--- src/rtl/uart_tx_sched.sv ---
// Round-robin scheduler that lets three requesters share one 8N1 UART transmitter.
// A byte is accepted only in IDLE; the frame then runs from latched copies.
module uart_tx_sched #(
  parameter int unsigned BAUD_DIV = 10416,
  parameter int unsigned NREQ     = 3
) (
  input  logic                sys_clk,
  input  logic                rst,
  input  logic [NREQ-1:0]     req_valid,
  input  logic [8*NREQ-1:0]   req_data,
  output logic [NREQ-1:0]     req_ready,
  output logic                uart_txd,
  output logic                busy,
  output logic [1:0]          grant_id
);

  localparam logic [15:0] BAUD_LAST = 16'(BAUD_DIV - 1);

  typedef enum logic [1:0] {
    IDLE,
    START,
    DATA,
    STOP
  } TxState_e;

  TxState_e    state_q;
  logic [15:0] baudCnt_q;
  logic [2:0]  bitIdx_q;
  logic [7:0]  data_q;
  logic        txd_q;
  logic        busy_q;
  logic [1:0]  grant_q;
  logic [1:0]  last_q;

  logic [1:0]  pickIdx_d;
  logic        pickHit_d;
  logic [7:0]  pickByte_d;
  logic [1:0]  cand;
  logic        bitEnd;

  assign bitEnd   = (baudCnt_q == BAUD_LAST);
  assign uart_txd = txd_q;
  assign busy     = busy_q;
  assign grant_id = grant_q;

  // Search last+1, last+2, last+3 (mod 3); the first valid requester wins.
  always_comb begin
    pickIdx_d = last_q;
    pickHit_d = 1'b0;
    cand      = last_q;
    for (int k = 0; k < 3; k++) begin
      cand = (cand == 2'd2) ? 2'd0 : cand + 2'd1;
      if (!pickHit_d && req_valid[cand]) begin
        pickHit_d = 1'b1;
        pickIdx_d = cand;
      end
    end
  end

  always_comb begin
    case (pickIdx_d)
      2'd0:    pickByte_d = req_data[7:0];
      2'd1:    pickByte_d = req_data[15:8];
      2'd2:    pickByte_d = req_data[23:16];
      default: pickByte_d = 8'h00;
    endcase
  end

  always_comb begin
    req_ready = '0;
    if (state_q == IDLE && !rst && pickHit_d) begin
      req_ready[pickIdx_d] = 1'b1;
    end
  end

  // Frame sequencer; txd is registered so the line never sees decode glitches.
  always_ff @(posedge sys_clk) begin
    if (rst) begin
      state_q   <= IDLE;
      baudCnt_q <= 16'd0;
      bitIdx_q  <= 3'd0;
      data_q    <= 8'h00;
      txd_q     <= 1'b1;
      busy_q    <= 1'b0;
      grant_q   <= 2'd0;
      last_q    <= 2'd2;
    end else begin
      case (state_q)
        IDLE: begin
          if (pickHit_d) begin
            state_q   <= START;
            data_q    <= pickByte_d;
            grant_q   <= pickIdx_d;
            last_q    <= pickIdx_d;
            baudCnt_q <= 16'd0;
            bitIdx_q  <= 3'd0;
            txd_q     <= 1'b0;
            busy_q    <= 1'b1;
          end
        end
        START: begin
          if (bitEnd) begin
            state_q   <= DATA;
            baudCnt_q <= 16'd0;
            bitIdx_q  <= 3'd0;
            txd_q     <= data_q[0];
          end else begin
            baudCnt_q <= baudCnt_q + 16'd1;
          end
        end
        DATA: begin
          if (bitEnd) begin
            baudCnt_q <= 16'd0;
            if (bitIdx_q == 3'd7) begin
              state_q <= STOP;
              txd_q   <= 1'b1;
            end else begin
              bitIdx_q <= bitIdx_q + 3'd1;
              txd_q    <= data_q[bitIdx_q + 3'd1];
            end
          end else begin
            baudCnt_q <= baudCnt_q + 16'd1;
          end
        end
        STOP: begin
          if (bitEnd) begin
            state_q   <= IDLE;
            baudCnt_q <= 16'd0;
            txd_q     <= 1'b1;
            busy_q    <= 1'b0;
          end else begin
            baudCnt_q <= baudCnt_q + 16'd1;
          end
        end
        default: begin
          state_q <= IDLE;
          txd_q   <= 1'b1;
          busy_q  <= 1'b0;
        end
      endcase
    end
  end

endmodule

--- config.mk ---
export PLATFORM = sky130hd
export DESIGN_NAME = uart_tx_sched
export DESIGN_NICKNAME = d
export VERILOG_FILES = /design/src/rtl/uart_tx_sched.sv
export SDC_FILE = /design/constraint.sdc
export NUM_CORES = 1
export LEC_CHECK = 0
export ABC_AREA = 1
export CORE_MARGIN = 5
export CORE_UTILIZATION = 58
export DETAILED_ROUTE_END_ITERATION = 8
export GPL_TIMING_DRIVEN = 0
export PLACE_DENSITY_LB_ADDON = 0.25
export SYNTH_ARGS = -nofsm -noshare
export SYNTH_HDL_FRONTEND = slang
export SYNTH_SLANG_ARGS = --single-unit
--- constraint.sdc ---
create_clock -name sys_clk -period 6.2 [get_ports sys_clk]
set_input_delay 1.86 -clock sys_clk [delete_from_list [all_inputs] [get_ports sys_clk]]
set_output_delay 1.86 -clock sys_clk [all_outputs]
set_load 0.02 [all_outputs]
==> results.json, run 1 <==
{
  "area_growth_pct": 21.1,
  "grt_max_degree": 11,
  "drt-total-wl_um": 5160,
  "period_share_pct": 95.8,
  "via_per_inst": 5.32,
  "yosys-top-cells-count": "nand2_1 (71), dfxtp_1 (34), nor2_1 (32), inv_1 (31), nand3_1 (23)",
  "numCtsBuffers": 5,
  "yosysSeqAreaShare_pct": 29.3,
  "fp.dieH_um": 73.2,
  "switchingPower_uw": 578,
  "start_util_pct": 58.8,
  "cts.sinks": 34,
  "cts.repair.resized": 0,
  "cts_buffer_depth": 2,
  "p_int_uw": 660,
  "max_cap_violations": 0,
  "final_nets": 413,
  "cp_data_arrival_time_ps": 4080,
  "finalSetupTns_ps": 0,
  "dr.pass1.iters": 6,
  "num_vias": 2262,
  "swShare_pct": 46.7,
  "yosys-top-cells-area": "dfxtp_1 (29%), nand2_1 (11%), nand4_1 (5.4%), nor2_1 (5.2%), inv_1 (5.0%)",
  "syn_area_per_cell_um2": 6.97,
  "antenna_left": 0,
  "max_freq_ghz": 0.168,
  "clk_latency_ps": 290,
  "finalClockSkew_ps": 5.20,
  "ir_drop_uv": 293,
  "cts_tree": "done",
  "rsz0062_at_grt": "no",
  "ios": 36,
  "cts_root_buffer": "clkbuf_8",
  "critPathLaunchType": "input port",
  "synth_area_um2": 2320,
  "instances_no_fill": 425,
  "p_leak_nw": 1.18,
  "status": "finished, final reports clean",
  "hold_buffers": 0,
  "placed_area_um2": 2730,
  "synth_top_area_cell": "dfxtp_1",
  "remaining_drc_errors": 0,
  "crit_required_ps": 4340,
  "syn_inst": 333,
  "io_buffer_count": 35,
  "dpl.hpwl_um": 4030,
  "report.final.hold_viol_count": 0,
  "yosys_warnings": 0,
  "grt_pass1_wl_um": 8940,
  "grt_antenna_before_repair": 0,
  "clk_pin_slew_worst_paths_ps": 60,
  "dp_cells": 418,
  "gr-total-overflow": 0,
  "cts_setup_buffers": 0,
  "die_w_um": 73.2,
  "ys_ff_latch": 34,
  "rows": 23,
  "power_mw": 1.24,
  "power.density_nw_per_um2": 441,
  "clkPwrFrac_pct": 12.2,
  "slew_viol_final": 0,
  "ys.flop_type": "dfxtp_1",
  "finalCriticalPeriod_ps": 5940,
  "drtIter0Drc": 105,
  "end_kind": "primary output",
  "synth-edff-count": 0,
  "yosysTopAreaCellShare_pct": 29.3,
  "fin_area_um2": 2810,
  "path_class": "input port to primary output",
  "crit_fanout": 10,
  "pwr-share-comb_pct": 61.0,
  "drive_gt1_share_pct": 14.9,
  "gp_congestion": 0.852,
  "slew_headroom_pct": 61.3,
  "core_area_um2": 3940,
  "hold_class": "register to register",
  "diodes": 0,
  "finalSetupViolations": 0,
  "yosysMostFrequentCell": "nand2_1",
  "wl_per_cell_um": 12.1,
  "grt_usage_pct": 21.1,
  "sequentialPowerShare_pct": 26.7,
  "htreeDepth": 2,
  "syn-num-nets": 371,
  "synth_cell_type_count": 39,
  "first_global_vias": 2091,
  "die_area_um2": 5360,
  "tightest_slew_ps": 575,
  "synthArstFlopShare_pct": 0
}
## kinds of logic (layout without fill, tap and decap cells)
kind of cell / after synthesis / after routing / share of synthesized area, %
DFF: 34 / 34 / 29.3
AOI/OAI and AO/OA: 47 / 47 / 11.7
buffers and inverters: 51 / 93 / 10.9
adders and majority gates: 9 / 9 / 4.85
and+or+nand+nor: 192 / 192 / 43.2
## power groups by stage
stage	logic, mW	registers, mW	clock network (mW)
2_1_floorplan	0.575	0.334	0
3_3_place_gp	0.739	0.332	0
3_5_place_dp	0.752	0.334	0
4_1_cts	0.756	0.330	0.155
5_1_grt	0.850	0.340	0.165
6_report	0.756	0.331	0.152
## layout by cell type, fill, tap and decap left out, types with 2 or more instances in the layout
master,instances
nand2_1,71
clkdlybuf4s50_1,35
dfxtp_1,34
nor2_1,32
inv_1,31
nand3_1,23
nand4_1,20
a21oi_1,18
nor3_1,14
o21ai_0,13
nand2_2,10
ha_1,9
buf_6,7
nand3_2,7
inv_2,5
clkbuf_8,5
nor2_4,3
o21ai_1,3
nand2_4,3
a31oi_1,3
clkbuf_1,3
a21oi_2,3
nand3_4,2
clkinv_1,2
nor4_1,2
buf_2,2
## sequential cells by signal, indices dropped and copies added, names as in the netlist
register / count
last_q: 1
data_q: 8
busy: 1
uart_txd: 1
bitIdx_q: 3
baudCnt_q: 16
grant_id: 2
state_q: 2
## layout make-up
type	instances	area (um2)
inverter	40	154
sequential	34	681
tap	50	62.6
timing repair buffer	35	350
multi-input combinational	248	1390
clock buffer	7	76.3
fill	336	1130
buffer	11	100
## final timing paths
kind                                    to                       from  cells past startpoint  slack [ps]
setup / recovery              req_ready[2]               req_valid[1]                     11         260
hold reg to reg     data_q[7]$_SDFFE_PP0P_     data_q[7]$_SDFFE_PP0P_                      2         470
hold / removal      data_q[7]$_SDFFE_PP0P_     data_q[7]$_SDFFE_PP0P_                      2         470
setup reg to reg  bitIdx_q[1]$_SDFFE_PP0P_  baudCnt_q[1]$_SDFFE_PP0P_                     12        4310
## worst max-delay path, stage by stage
cell and delay [ps]:
clkdlybuf4s50_1 500, inv_1 70, nand2_1 80, nand2_1 90
nor2_4 140, nand3_1 120, nand2_4 160, clkinv_2 90
buf_6 150, nor3_1 190, clkdlybuf4s50_1 630
## per-stage QoR
| step | hold WS, ps | setup WS [ps] | utilization (%) |
|---|---|---|---|
| 2_1_floorplan | 441 | 1190 | - |
| 3_3_place_gp | 452 | 294 | 69.3 |
| 3_5_place_dp | 457 | 258 | 69.3 |
| 4_1_cts | 466 | 251 | 71.2 |
| 5_1_grt | 486 | 42.2 | 71.2 |
| 6_report | 467 | 261 | 71.2 |
## per-layer routing
layer | global-route usage [%] | wire [um]
met3 | 3.58 | 169
met1 | 26.1 | 2340
met4 | 8.40 | 79
met2 | 36.1 | 2570
met5 | 0 | 0
(Power assumes the default switching activity.)
==> run 2: changes to the inputs <==
==> constraint.sdc (replaced) <==
create_clock -name sys_clk -period 6.2 [get_ports sys_clk]
set_input_delay 1.86 -clock sys_clk [delete_from_list [all_inputs] [get_ports sys_clk]]
set_output_delay 1.86 -clock sys_clk [all_outputs]
set_load 0.05 [all_outputs]
==> results.json, run 2 (synthesis gave the netlist of run 1 again) <==
{
  "drive_gt1_share_pct": 14.9,
  "clk_pin_slew_worst_paths_ps": 60,
  "cts_setup_buffers": 0,
  "diodes": 0,
  "end_kind": "primary output",
  "fin_util_pct": 71.4,
  "start_util_pct": 58.8,
  "num_vias": 2260,
  "die_area_um2": 5360,
  "dr.pass1.iters": 7,
  "ir_drop_uv": 324,
  "crit_required_ps": 4340,
  "first_global_vias": 2091,
  "clk_latency_ps": 290,
  "io_buffer_count": 35,
  "final_cell_mix": "nand2_1 (71), dfxtp_1 (34), nor2_1 (32), clkdlybuf4s50_1 (32), inv_1 (31)",
  "critPathLaunchType": "input port",
  "grt_max_degree": 11,
  "finalSetupViolations": 0,
  "fp.dieH_um": 73.2,
  "power.density_nw_per_um2": 455,
  "max_freq_ghz": 0.174,
  "layout_commonest_cell": "nand2_1",
  "area_growth_pct": 21.4,
  "cp_data_arrival_time_ps": 3880,
  "reg2regPathDepth": 12,
  "rows": 23,
  "drtIter0Drc": 99,
  "reg_top3": "baudCnt_q x16, data_q x8, bitIdx_q x3",
  "regMostFlops": "baudCnt_q",
  "cts_root_buffer": "clkbuf_8",
  "power_mw": 1.28,
  "antenna_left": 0,
  "finalSetupTns_ps": 0,
  "p_leak_nw": 1.23,
  "pre_cts_ws_ps": 58.8,
  "gr-total-overflow": 0,
  "die_w_um": 73.2,
  "tightest_slew_ps": 576,
  "crit_fanout": 10,
  "setup_ws_ps": 456,
  "final.fill_count": 334,
  "numCtsBuffers": 5,
  "cts_tree": "done",
  "hold_class": "register to register",
  "whs_path_depth": 2,
  "gp_congestion": 0.852,
  "slew_viol_final": 0,
  "max_cap_violations": 0,
  "period_share_pct": 92.6,
  "slew_headroom_pct": 61.2,
  "rsz0062_at_grt": "no",
  "htreeDepth": 2,
  "grt_antenna_before_repair": 0,
  "ios": 36,
  "final_nets": 413,
  "finalClockSkew_ps": 6.03,
  "finalCriticalPeriod_ps": 5740,
  "drt-total-wl_um": 5150,
  "instances_no_fill": 425,
  "core_area_um2": 3940,
  "wl_per_cell_um": 12.1,
  "remaining_drc_errors": 0,
  "dp_cells": 418,
  "cts_buffer_depth": 2,
  "grt_pass1_wl_um": 8940,
  "via_per_inst": 5.32,
  "cts.sinks": 34,
  "status": "finished, final reports clean",
  "report.final.hold_viol_count": 0,
  "largest_reg_flops": 16,
  "grt_usage_pct": 21.1,
  "dpl.hpwl_um": 4030,
  "path_class": "input port to primary output"
}
==> run 2: cell types whose count changed in the layout (fill, tap and decap cells not counted) <==
| cell | previous run | this run |
|---|---|---|
| clkdlybuf4s50_1 | 35 | 32 |
| dlymetal6s2s_1 | 0 | 3 |
==> run 2: per-stage QoR <==
step | area [um2] | hold WS [ps]
3_5_place_dp | 2730 | 457
5_1_grt | 2820 | 486
3_3_place_gp | 2730 | 452
6_report | 2820 | 467
2_1_floorplan | 2320 | 441
4_1_cts | 2810 | 466
==> run 2: area by class of cell <==
| cell class | instances | area [um2] | share of cell area (%) |
|---|---|---|---|
| Clock buffer | 7 | 76.3 | 2.71 |
| Timing Repair Buffer | 35 | 358 | 12.7 |
| Tap cell | 50 | 62.6 | 2.22 |
| Inverter | 40 | 154 | 5.46 |
| Sequential cell | 34 | 681 | 24.2 |
| Multi-Input combinational cell | 248 | 1390 | 49.2 |
| Buffer | 11 | 100 | 3.55 |
==> run 2: worst max-delay path, cell delays in order <==
cell and delay [ps]:
clkdlybuf4s50_1 500, inv_1 70, nand2_1 80, nand2_1 90
nor2_4 140, nand3_1 120, nand2_4 160, clkinv_2 90
buf_6 150, nor3_1 180, dlymetal6s2s_1 440
==> run 2: where the power goes <==
part	switching [mW]	total [mW]	leakage (nW)	internal (mW)
clock network	0.0747	0.152	0.0383	0.0772
registers	0.0489	0.331	0.278	0.282
logic	0.498	0.798	0.913	0.300
==> run 2: final timing paths <==
kind	slack (ps)	endpoint	from
worst max register to register	4310	bitIdx_q[1]$_SDFFE_PP0P_	baudCnt_q[1]$_SDFFE_PP0P_
worst min register to register	470	data_q[7]$_SDFFE_PP0P_	data_q[7]$_SDFFE_PP0P_
worst min-delay path	470	data_q[7]$_SDFFE_PP0P_	data_q[7]$_SDFFE_PP0P_
worst max-delay path	460	req_ready[2]	req_valid[1]
==> run 2: routing by layer <==
metal | vias to the layer above | part of all wire (%) | GRT usage [%]
met4 | 0 | 1.5 | 8.40
met3 | 8 | 3.0 | 3.58
met5 | - | 0 | 0
li1 | 1199 | - | -
met1 | 1017 | 46 | 26.1
met2 | 36 | 50 | 36.1
==> run 2: timing repair <==
action | 4_1_cts | 5_1_grt
endpoints found under the setup margin | 0 | 3
gates resized for setup | 0 | 3
hold buffers | 0 | 0
==> run 3: changes to the inputs <==
--- a/config.mk
+++ b/config.mk
@@ -6,6 +6,7 @@
 export NUM_CORES = 1
 export LEC_CHECK = 0
 export ABC_AREA = 1
+export CORE_ASPECT_RATIO = 1.25
 export CORE_MARGIN = 5
 export CORE_UTILIZATION = 58
 export DETAILED_ROUTE_END_ITERATION = 8
==> results.json, run 3 (synthesis gave the netlist of run 1 again) <==
{
  "status": "finished, final reports clean",
  "crit_required_ps": 4340,
  "finalClockSkew_ps": 4.53,
  "final_cell_mix": "nand2_1 (71), dfxtp_1 (34), nor2_1 (32), clkdlybuf4s50_1 (32), inv_1 (31)",
  "cts.repair.resized": 0,
  "pwr-share-comb_pct": 61.6,
  "hold_class": "register to register",
  "fin_area_um2": 2840,
  "placed_area_um2": 2740,
  "grt_pass1_wl_um": 9450,
  "p_int_uw": 671,
  "ir_drop_uv": 284,
  "gr-total-overflow": 0,
  "met3_length_um": 208,
  "diodes": 0,
  "via_per_inst": 5.36,
  "setup_ws_ps": 456,
  "reg2reg_from": "grant_id[0]$_SDFFE_PP0P_",
  "period_share_pct": 92.7,
  "grt_usage_pct": 22.5,
  "ios": 36,
  "critPathLaunchType": "input port",
  "clk_pin_slew_worst_paths_ps": 70,
  "hold_start": "data_q[5]$_SDFFE_PP0P_",
  "antenna_left": 0,
  "first_global_vias": 2297,
  "top_layer": "met4",
  "regMostFlops": "baudCnt_q",
  "reg_top3": "baudCnt_q x16, data_q x8, bitIdx_q x3",
  "grt_antenna_before_repair": 0,
  "max_freq_ghz": 0.174,
  "drive_gt1_share_pct": 15.7,
  "pre_cts_ws_ps": 43.6,
  "cts_tree": "done",
  "cts_root_buffer": "clkbuf_8",
  "cts.sinks": 34,
  "clk_latency_ps": 280,
  "timing.critical_path.from": "req_valid[2]",
  "htreeDepth": 2,
  "start_util_pct": 60.8,
  "hold_buffers": 0,
  "finalSetupTns_ps": 0,
  "largest_reg_flops": 16,
  "clkPwrFrac_pct": 13.0,
  "drt-total-wl_um": 5410,
  "tightest_slew_ps": 568,
  "crit_fanout": 10,
  "remaining_drc_errors": 0,
  "finalSetupViolations": 0,
  "switchingPower_uw": 628,
  "report.final.hold_viol_count": 0,
  "met2_length_um": 2890,
  "io_buffer_count": 35,
  "cts_buffer_depth": 2,
  "area_growth_pct": 22.4,
  "final_nets": 413,
  "core_area_um2": 3820,
  "p_leak_nw": 1.24,
  "path_class": "input port to primary output",
  "layout_commonest_cell": "nand2_1",
  "die_area_um2": 5370,
  "rows": 25,
  "dpl.hpwl_um": 4310,
  "cts_setup_buffers": 0,
  "slew_headroom_pct": 61.8,
  "wl_per_cell_um": 12.6,
  "swShare_pct": 48.4,
  "max_cap_violations": 0,
  "gp_congestion": 0.822,
  "numCtsBuffers": 5,
  "dp_cells": 422,
  "power.density_nw_per_um2": 457,
  "grt_max_degree": 12,
  "wl_met1_um": 2180,
  "die_w_um": 66.6,
  "drtIter0Drc": 150,
  "finalCriticalPeriod_ps": 5740,
  "end_kind": "primary output",
  "instances_no_fill": 430,
  "num_vias": 2305,
  "slew_viol_final": 0,
  "rsz0062_at_grt": "no",
  "cp_data_arrival_time_ps": 3880,
  "fp.dieH_um": 80.7,
  "dr.pass1.iters": 4,
  "sequentialPowerShare_pct": 25.4
}
## run 3: cell type report
| cell class | count | area [um2] |
|---|---|---|
| Fill cell | 325 | 976 |
| Clock inverter | 2 | 12.5 |
| Timing Repair Buffer | 35 | 358 |
| Multi-Input combinational cell | 248 | 1390 |
| Tap cell | 54 | 67.6 |
| Buffer | 11 | 100 |
| Sequential cell | 34 | 681 |
| Inverter | 40 | 154 |
| Clock buffer | 6 | 82.6 |
## run 3: path summary, 6_finish.rpt
check	to	slack (ps)	depth (start not counted)
max	req_ready[2]	460	11
min	data_q[5]$_SDFFE_PP0P_	470	2
max reg2reg	data_q[7]$_SDFFE_PP0P_	4280	12
min reg2reg	data_q[5]$_SDFFE_PP0P_	470	2
## run 3: power by group through the flow
stage	logic [mW]	registers, mW	clock network (mW)
floorplan	0.598	0.355	0
global placement	0.779	0.333	0
detailed placement	0.800	0.334	0
CTS	0.806	0.330	0.174
global route	0.900	0.340	0.183
finish	0.800	0.330	0.169
## run 3: stage by stage
step,hold WS [ps],power [mW],utilization [%]
final,470,1.30,74.4
after CTS,471,1.31,74.2
after global placement,458,1.11,71.7
after global routing,481,1.42,74.4
after floorplan,441,0.953,-
after detailed placement,459,1.13,71.7
## run 3: per-layer routing
layer,vias up,track usage [%]
li1,1202,-
met1,1041,23.4
met2,52,42.7
met3,10,4.34
met4,0,9.96
met5,-,0
## run 3: worst max-delay path, cell delays in order
cell and delay, ps:
clkdlybuf4s50_1 500, inv_1 80, nand2_2 80, nand2_1 80
nor2_4 140, nand3_1 120, nand2_4 160, clkinv_2 90
buf_6 150, nor3_1 170, dlymetal6s2s_1 440
